### src/rtl/song_sequencer.sv
// Light-stick song sequencer: song selection, play/pause, player restart and time base,
// and end-of-song gap with optional auto-advance.
module song_sequencer #(
    parameter int unsigned NUM_SONGS      = 10,
    parameter int unsigned TICK_DIV       = 1000,
    parameter int unsigned RESTART_CYCLES = 4,
    parameter int unsigned GAP_TICKS      = 500,
    parameter bit          AUTO_ADVANCE   = 1'b1
) (
    input  logic       clock_play,
    input  logic       restart,
    input  logic       btn_play,
    input  logic       btn_next,
    input  logic       btn_prev,
    input  logic       song_end,
    output logic [3:0] song_no,
    output logic       player_restart,
    output logic       play_tick,
    output logic       playing,
    output logic       blank
);

    localparam int unsigned PreW  = $clog2(TICK_DIV);
    localparam int unsigned LoadW = $clog2(RESTART_CYCLES);
    localparam int unsigned GapW  = (GAP_TICKS > 1) ? $clog2(GAP_TICKS) : 1;
    localparam int unsigned GapLastInt = (GAP_TICKS == 0) ? 0 : GAP_TICKS - 1;

    localparam logic [PreW-1:0]  TickLast = PreW'(TICK_DIV - 1);
    localparam logic [LoadW-1:0] LoadLast = LoadW'(RESTART_CYCLES - 1);
    localparam logic [GapW-1:0]  GapLast  = GapW'(GapLastInt);
    localparam logic [3:0]       SongLast = 4'(NUM_SONGS - 1);

    typedef enum logic [2:0] {
        StIdle,
        StLoad,
        StPlay,
        StPause,
        StGap
    } state_e;

    state_e            state_q, state_d;
    logic [3:0]        song_q, song_d;
    logic [PreW-1:0]   pre_q, pre_d;
    logic [GapW-1:0]   gap_q, gap_d;
    logic [LoadW-1:0]  load_q, load_d;
    logic              restart_q, restart_d;
    logic              tick_q, tick_d;
    logic              playing_q, playing_d;
    logic              blank_q, blank_d;

    logic       step;
    logic       tick;
    logic [3:0] song_inc;
    logic [3:0] song_dec;
    logic [3:0] song_step;

    always_comb begin
        state_d   = state_q;
        song_d    = song_q;
        pre_d     = pre_q;
        gap_d     = gap_q;
        load_d    = load_q;
        restart_d = 1'b0;
        tick_d    = 1'b0;
        playing_d = 1'b0;
        blank_d   = 1'b0;

        // Simultaneous next and prev cancel each other out.
        step      = btn_next ^ btn_prev;
        tick      = (pre_q == TickLast);
        song_inc  = (song_q == SongLast) ? 4'd0 : song_q + 4'd1;
        song_dec  = (song_q == 4'd0) ? SongLast : song_q - 4'd1;
        song_step = btn_next ? song_inc : song_dec;

        if (step) begin
            song_d = song_step;
        end

        if (step && state_q != StIdle) begin
            state_d = StLoad;
            load_d  = '0;
        end else begin
            unique case (state_q)
                StIdle: begin
                    if (!step && btn_play) begin
                        state_d = StLoad;
                        load_d  = '0;
                    end
                end
                StLoad: begin
                    if (load_q == LoadLast) begin
                        state_d = StPlay;
                    end else begin
                        load_d = load_q + LoadW'(1);
                    end
                end
                StPlay: begin
                    if (btn_play) begin
                        state_d = StPause;
                    end else if (song_end) begin
                        state_d = StGap;
                        gap_d   = '0;
                    end
                end
                StPause: begin
                    if (btn_play) begin
                        state_d = StPlay;
                    end
                end
                StGap: begin
                    if (GAP_TICKS == 0 || (tick && gap_q == GapLast)) begin
                        if (AUTO_ADVANCE) begin
                            song_d  = song_inc;
                            state_d = StLoad;
                            load_d  = '0;
                        end else begin
                            state_d = StIdle;
                        end
                    end else if (tick) begin
                        gap_d = gap_q + GapW'(1);
                    end
                end
                default: state_d = StIdle;
            endcase
        end

        // Prescaler runs in PLAY and GAP, freezes in PAUSE, is zero elsewhere.
        unique case (state_q)
            StPlay, StGap: pre_d = tick ? '0 : pre_q + PreW'(1);
            StPause:       pre_d = pre_q;
            default:       pre_d = '0;
        endcase
        if (state_d inside {StIdle, StLoad}) begin
            pre_d = '0;
        end

        // Outputs are registered from next state so they line up with state_q.
        restart_d = (state_d inside {StIdle, StLoad});
        tick_d    = (state_d == StLoad) || (state_d == StPlay && pre_d == TickLast);
        playing_d = (state_d == StPlay);
        blank_d   = (state_d inside {StIdle, StLoad, StGap});
    end

    always_ff @(posedge clock_play or negedge restart) begin
        if (!restart) begin
            state_q   <= StIdle;
            song_q    <= 4'd0;
            pre_q     <= '0;
            gap_q     <= '0;
            load_q    <= '0;
            restart_q <= 1'b1;
            tick_q    <= 1'b0;
            playing_q <= 1'b0;
            blank_q   <= 1'b1;
        end else begin
            state_q   <= state_d;
            song_q    <= song_d;
            pre_q     <= pre_d;
            gap_q     <= gap_d;
            load_q    <= load_d;
            restart_q <= restart_d;
            tick_q    <= tick_d;
            playing_q <= playing_d;
            blank_q   <= blank_d;
        end
    end

    assign song_no        = song_q;
    assign player_restart = restart_q;
    assign play_tick      = tick_q;
    assign playing        = playing_q;
    assign blank          = blank_q;

endmodule

### config.mk
export PLATFORM = sky130hd
export DESIGN_NAME = song_sequencer
export DESIGN_NICKNAME = d
export VERILOG_FILES = /design/src/rtl/song_sequencer.sv
export SDC_FILE = /design/constraint.sdc
export NUM_CORES = 1
export LEC_CHECK = 0
export ABC_AREA = 1
export BUFFER_PORTS_ARGS = -buffer_cell sky130_fd_sc_hd__buf_2
export CORE_AREA = 2 2 63 65
export DETAILED_ROUTE_END_ITERATION = 16
export DIE_AREA = 0 0 65 67
export PLACE_DENSITY = 0.83
export SYNTH_ARGS = -nofsm -noshare
export SYNTH_HDL_FRONTEND = slang
export SYNTH_SLANG_ARGS = --single-unit
### constraint.sdc
create_clock -name clock_play -period 1.8 [get_ports clock_play]
set_input_delay 0.18 -clock clock_play [delete_from_list [all_inputs] [get_ports clock_play]]
set_output_delay 0.18 -clock clock_play [all_outputs]
set_load 0.03 [all_outputs]
# Word level (Yosys, flattened, before mapping)

Index checks and enable logic that the tools add are counted.
Widths: inputs -> output; s select.

Output and inout bits: 8
Logic and storage cells: 80
Input port bits: 6
Flip-flop bits (word level): 32

Add/subtract/negate cells: 5
Reductions and logical operators: 17
Bitwise logic cells: 2
Eq/ne operators: 19
Multiplexer cells: 28

Operator list:

| cell                  | count |
|---|---|
| $mux 9                | 4 |
| $mux 4                | 7 |
| $mux 3                | 7 |
| $eq 10x10->1 const B  | 2 |
| $mux 10               | 2 |
| $pmux 10 s2           | 1 |
| $pmux 9 s2            | 1 |
| $pmux 3 s5            | 1 |
| $add 10x1->10 const B | 1 |
| $add 9x1->9 const B   | 1 |
| $eq 3x2->1 const B    | 3 |
| $eq 9x9->1 const B    | 1 |
| $ne 3x3->1 const B    | 3 |
| $mux 2                | 4 |
| $ne 2x2->1 const B    | 4 |
| $eq 3x1->1 const B    | 2 |
| $eq 3x3->1 const B    | 2 |
| $logic_not 3->1       | 2 |
| $pmux 2 s3            | 1 |
| $reduce_and 6->1      | 1 |
| $reduce_bool 3->1     | 2 |
| $add 4x1->4 const B   | 1 |
| $eq 4x4->1 const B    | 1 |
| $logic_and 1x1->1     | 4 |
| 12 further kinds      | 13 |

# Depth between registers and ports, before layout

Depth after elaboration: 12
Gate-level depth with buffers: 14
Mapped depth without buffers: 14

# Least setup slack after synthesis

No wires, ideal clock.

Path kind: reg2reg
From: reg pre_q[0]
To: reg tick_q (netlist: play_tick)
Path buffers: 0
Library setup time: 0.118 ns
Data required time: 1.682 ns
Arrival time: 1.484 ns
Period minus slack after synthesis: 1.602 ns
Stages on the path, launching flop included: 13
Path slack: 0.198 ns
Cell sequence: dfrtp_1 > ha_1 > nand2_1 > nor2_2 > nand3_4 > o21ai_0 > nand2_1 > nand2_1 > nand2_2 > o21ai_2 > nor2_1 > nand2_1 > nand2_1

Word-level cells in the longest chain between the ends: 11
Elaborated cells between the ends (all ways): 16
Classes of those cells: 1 x add/sub; 4 x eq/ne; 6 x mux; 5 x reduce/logical

Ends and longest elaborated chain:

| item                                                 | line     | source |
|---|---|---|
| start: declaration                                   | 43       | `logic [PreW-1:0] pre_q, pre_d;` |
| start signal: assignment                             | 158      | `pre_q <= pre_d;` |
| $eq 10x10->1                                         | 70       | `tick = (pre_q == TickLast);` |
| $logic_and 1x1->1                                    | 111      | `if (GAP_TICKS == 0 \|\| (tick && gap_q == GapLast)) begin` |
| $mux 3                                               | 111      |  |
| $pmux 3 s5                                           | 83       | `unique case (state_q)` |
| $mux 3                                               | 79       | `if (step && state_q != StIdle) begin` |
| $eq 3x1->1 / $logic_not 3->1 (equally long branches) | 133, 139 |  |
| $reduce_bool 2->1                                    | 133      | `if (state_d inside {StIdle, StLoad}) begin` |
| $mux 10                                              | 133      |  |
| $eq 10x10->1                                         | 139      | `tick_d = (state_d == StLoad) \|\| (state_d == StPlay && pre_d == TickLast);` |
| $logic_and 1x1->1                                    | 139      |  |
| $logic_or 1x1->1 (*)                                 | 139      |  |
| net tick_d                                           | 47       | `logic tick_q, tick_d;` |
| end signal: assignment                               | 162      | `tick_q <= tick_d;` |
| end: declaration                                     | 47       |  |

The timed path passes the listed nets; every way through them passes the cells marked *.
A chain may end at the register's enable or synchronous reset.

# Worst setup path after layout

From: reg pre_q[1]
To: reg tick_q (netlist: play_tick)

Same word-level chain as after synthesis.

==> results.sh <==
export IMPL_die_x_um=65
export IMPL_power_density_nw_per_um2=1070
export IMPL_pwr_share_comb_pct=37.3
export IMPL_worstHoldPathType="in2reg"
export IMPL_max_cap_violations=0
export IMPL_finalPower_mw=2.54
export IMPL_clk_pin_slew_ns=0.07
export IMPL_crit_slowest_cell="dfrtp_1"
export IMPL_routed_via_count=1795
export IMPL_period_needed_ns=1.67
export IMPL_pre_cts_ws_ns=0.0605
export IMPL_worstPathMaxFanout=5
export IMPL_synth_warnings=0
export IMPL_hold_path_endpoint="song_no[2]"
export IMPL_setup_violations_final=0
export IMPL_path_cells="ha_1 -> nand2_2 -> nor2_4 -> nand3_4 -> o21ai_1 -> nand2_1 -> nand2_1 -> nand2_2 -> o21ai_2 -> nor2_1 -> nand2_1 -> nand2_1"
export IMPL_area_growth_syn_to_layout_pct=12.4
export IMPL_firstDrtPassIters=4
export IMPL_leakage_nw=1.07
export IMPL_relSlewSlack_pct=54.2
export IMPL_switchingPower_mw=1.07
export IMPL_hold_start="btn_next"
export IMPL_path_buf_inv=0
export IMPL_n_antenna_cell=0
export IMPL_finalHoldViolations=0
export IMPL_end_kind="flip-flop"
export IMPL_overflow=0
export IMPL_grt_pass1_wl_um=7180
export IMPL_setup_ws_ns=0.127
export IMPL_htree_levels=2
export IMPL_cpMostUsedCell="nand2_1"
export IMPL_tightest_slew_ns=0.687
export IMPL_via_per_inst=5.16
export IMPL_rr_startpoint="pre_q[1]"
export IMPL_r2r_end="play_tick"
export IMPL_cts_path_max_buffers=2
export IMPL_antenna_found_initial=0
export IMPL_synth_cell_types=37
export IMPL_start_util_pct=58.8
export IMPL_ioPinCount=14
export IMPL_timing_setup_tns_ns=0
export IMPL_synth_cells=276
export IMPL_post_route_drc_count=0
export IMPL_cts_made_buffers=5
export IMPL_p_seq_share_pct=39.6
export IMPL_cp_start_kind="flip-flop"
export IMPL_crit_start="pre_q[1]"
export IMPL_cts_sinks=32
export IMPL_synth_edf_count=0
export IMPL_first_iter_violations=130
export IMPL_clock_latency_ns=0.29
export IMPL_cpLargestDelayFamily="simple AND/OR/NAND/NOR gates"
export IMPL_slew_viol_final=0
export IMPL_syn_nets=285
export IMPL_placementRows=22
export IMPL_synth_seq_cells=32
export IMPL_period_share_pct=92.9
export IMPL_core_area_um2=3610
export IMPL_cp_arrival_ns=1.85
export IMPL_routed_wl_um=4160
export IMPL_cts_setup_buffers=0
export IMPL_async_flop_share_pct=100
export IMPL_cp_slowest_stage_delay_ns=0.37
export IMPL_synthFlopType="dfrtp_1"
export IMPL_port_buffers=13
export IMPL_reg2reg_depth=12
export IMPL_rrSetupSlack_ns=0.13
export IMPL_fmax_ghz=0.598
export IMPL_ir_worst_vdd_mv=0.690
export IMPL_synth_avg_cell_area_um2=7.68
export IMPL_syn_area_um2=2120
export IMPL_sw_frac_of_total_pct=42.1
export IMPL_layout_drive_gt1_share_pct=23.0
export IMPL_rsz0062_at_grt="yes"
export IMPL_wire_per_inst_um=12.0
export IMPL_place_congestion=0.935
export IMPL_grt_use_total_pct=21.6
export IMPL_whs_path_depth=3
export IMPL_pwr_share_clk_pct=23.1
export IMPL_layout_nets=308
export IMPL_internal_power_mw=1.47
export IMPL_skew_ns=0.00353
export IMPL_dp_hpwl_um=3180
export IMPL_ant_nets=0
export IMPL_grt_max_degree=33
export IMPL_status="finished clean"
export IMPL_die_area_um2=4360
export IMPL_cts_root_buf="clkbuf_8"
export IMPL_cts_tree="built"
export IMPL_die_height_um=67
export IMPL_required_ns=1.98
export IMPL_critPathKind="reg2reg"
export IMPL_grt_pass1_vias=1693
export IMPL_synth_seq_area_share_pct=37.9
## logic make-up (layout without fill, tap and decap cells)
kind of cell	count (synthesis)	in the layout	share of synthesized area, %
and+or+nand+nor	155	155	38.1
AOI/OAI and AO/OA	32	32	9.97
xor gates and xnor gates	8	8	3.30
buffers and inverters	45	69	8.50
DFF	32	32	37.9
muxes	1	1	0.472
adders and majority gates	3	3	1.77
## state kept, by name (all words and copies together), names as in the netlist
register	count
player_restart	1
play_tick	1
pre_q	10
gap_q	9
blank	1
state_q	3
song_no	4
load_q	2
playing	1
## repair_timing
action                     in CTS  in global routing
setup endpoints to repair       0                 22
gates resized for setup         0                  6
hold buffers                    1                  0
hold endpoints to repair       30                  0
## synthesized netlist by cell type, drive strengths merged (2+ instances only)
cell type,n,area share (%)
o21ai,16,4.0
nand3b,2,0.71
nor3,8,2.1
dfstp,2,2.5
nand2,77,16
o31ai,5,2.7
nand3,18,5.5
dfrtp,30,35
nor4,3,0.89
nor2,38,9.0
nand4,8,3.1
inv,44,8.1
a21oi,7,1.7
ha,3,1.8
xor2,6,2.5
xnor2,2,0.83
a31oi,2,0.89
## worst register-to-register path, cell delays in order (launching register included)
cell,delay (ns)
dfrtp_1,0.37
ha_1,0.18
nand2_2,0.12
nor2_4,0.15
nand3_4,0.12
o21ai_1,0.14
nand2_1,0.06
nand2_1,0.10
nand2_2,0.10
o21ai_2,0.08
nor2_1,0.06
nand2_1,0.06
nand2_1,0.04
## metal layers
| metal | GRT usage [%] | vias to the layer above | wire (um) |
|---|---|---|---|
| met1 | 25.9 | 830 | 1960 |
| li1 | - | 932 | - |
| met5 | 0 | - | 0 |
| met2 | 37.1 | 23 | 1990 |
| met4 | 9.04 | 0 | 99 |
| met3 | 5.24 | 10 | 107 |
## power groups by stage
stage	registers [mW]	clock network (mW)	logic, mW
after floorplan	1.13	0	0.592
after global placement	1.01	0	0.919
after detailed placement	1.02	0	0.947
after CTS	1.01	0.609	0.952
after global routing	1.03	0.636	1.06
final	1.01	0.587	0.948
## worst max path at each step
stage / to / slack, ns / cells after the start
2_1_floorplan: play_tick / 0.20 / 12
3_3_place_gp: play_tick / 0.13 / 12
3_5_place_dp: pre_q[5] / 0.06 / 10
4_1_cts: pre_q[6] / 0.04 / 10
5_1_grt: play_tick / -0.02 / 13
6_report: play_tick / 0.13 / 12
## metrics by stage
step / cell area (um^2) / util, % / cells / hold slack, ns
5_1_grt: 2380 / 66.1 / 348 / 0.307
3_5_place_dp: 2260 / 62.7 / 339 / 0.270
6_report: 2380 / 66.1 / 348 / 0.282
4_1_cts: 2370 / 65.7 / 348 / 0.275
3_3_place_gp: 2260 / 62.7 / 339 / 0.268
2_1_floorplan: 2120 / - / 276 / -0.116
## placed cells by master, fill, tap and decap left out, types with 7 or more instances in the layout
| cell type | instances |
|---|---|
| nor2_1 | 30 |
| o21ai_0 | 10 |
| nand3_1 | 14 |
| nand2_2 | 8 |
| buf_2 | 13 |
| inv_1 | 36 |
| dfrtp_1 | 30 |
| nor3_1 | 7 |
| a21oi_1 | 7 |
| nand2_1 | 63 |
| nand4_1 | 7 |
## area by class of cell
cell class                 instances  area [um^2]
fill                             300         1220
multi-input combinational        199         1150
sequential                        32          803
inverter                          44          173
timing repair buffer              17         97.6
clock buffer                       6         82.6
tap                               48         60.1
clock inverter                     2         15.0
No activity file was read; power rests on OpenSTA's default activity.
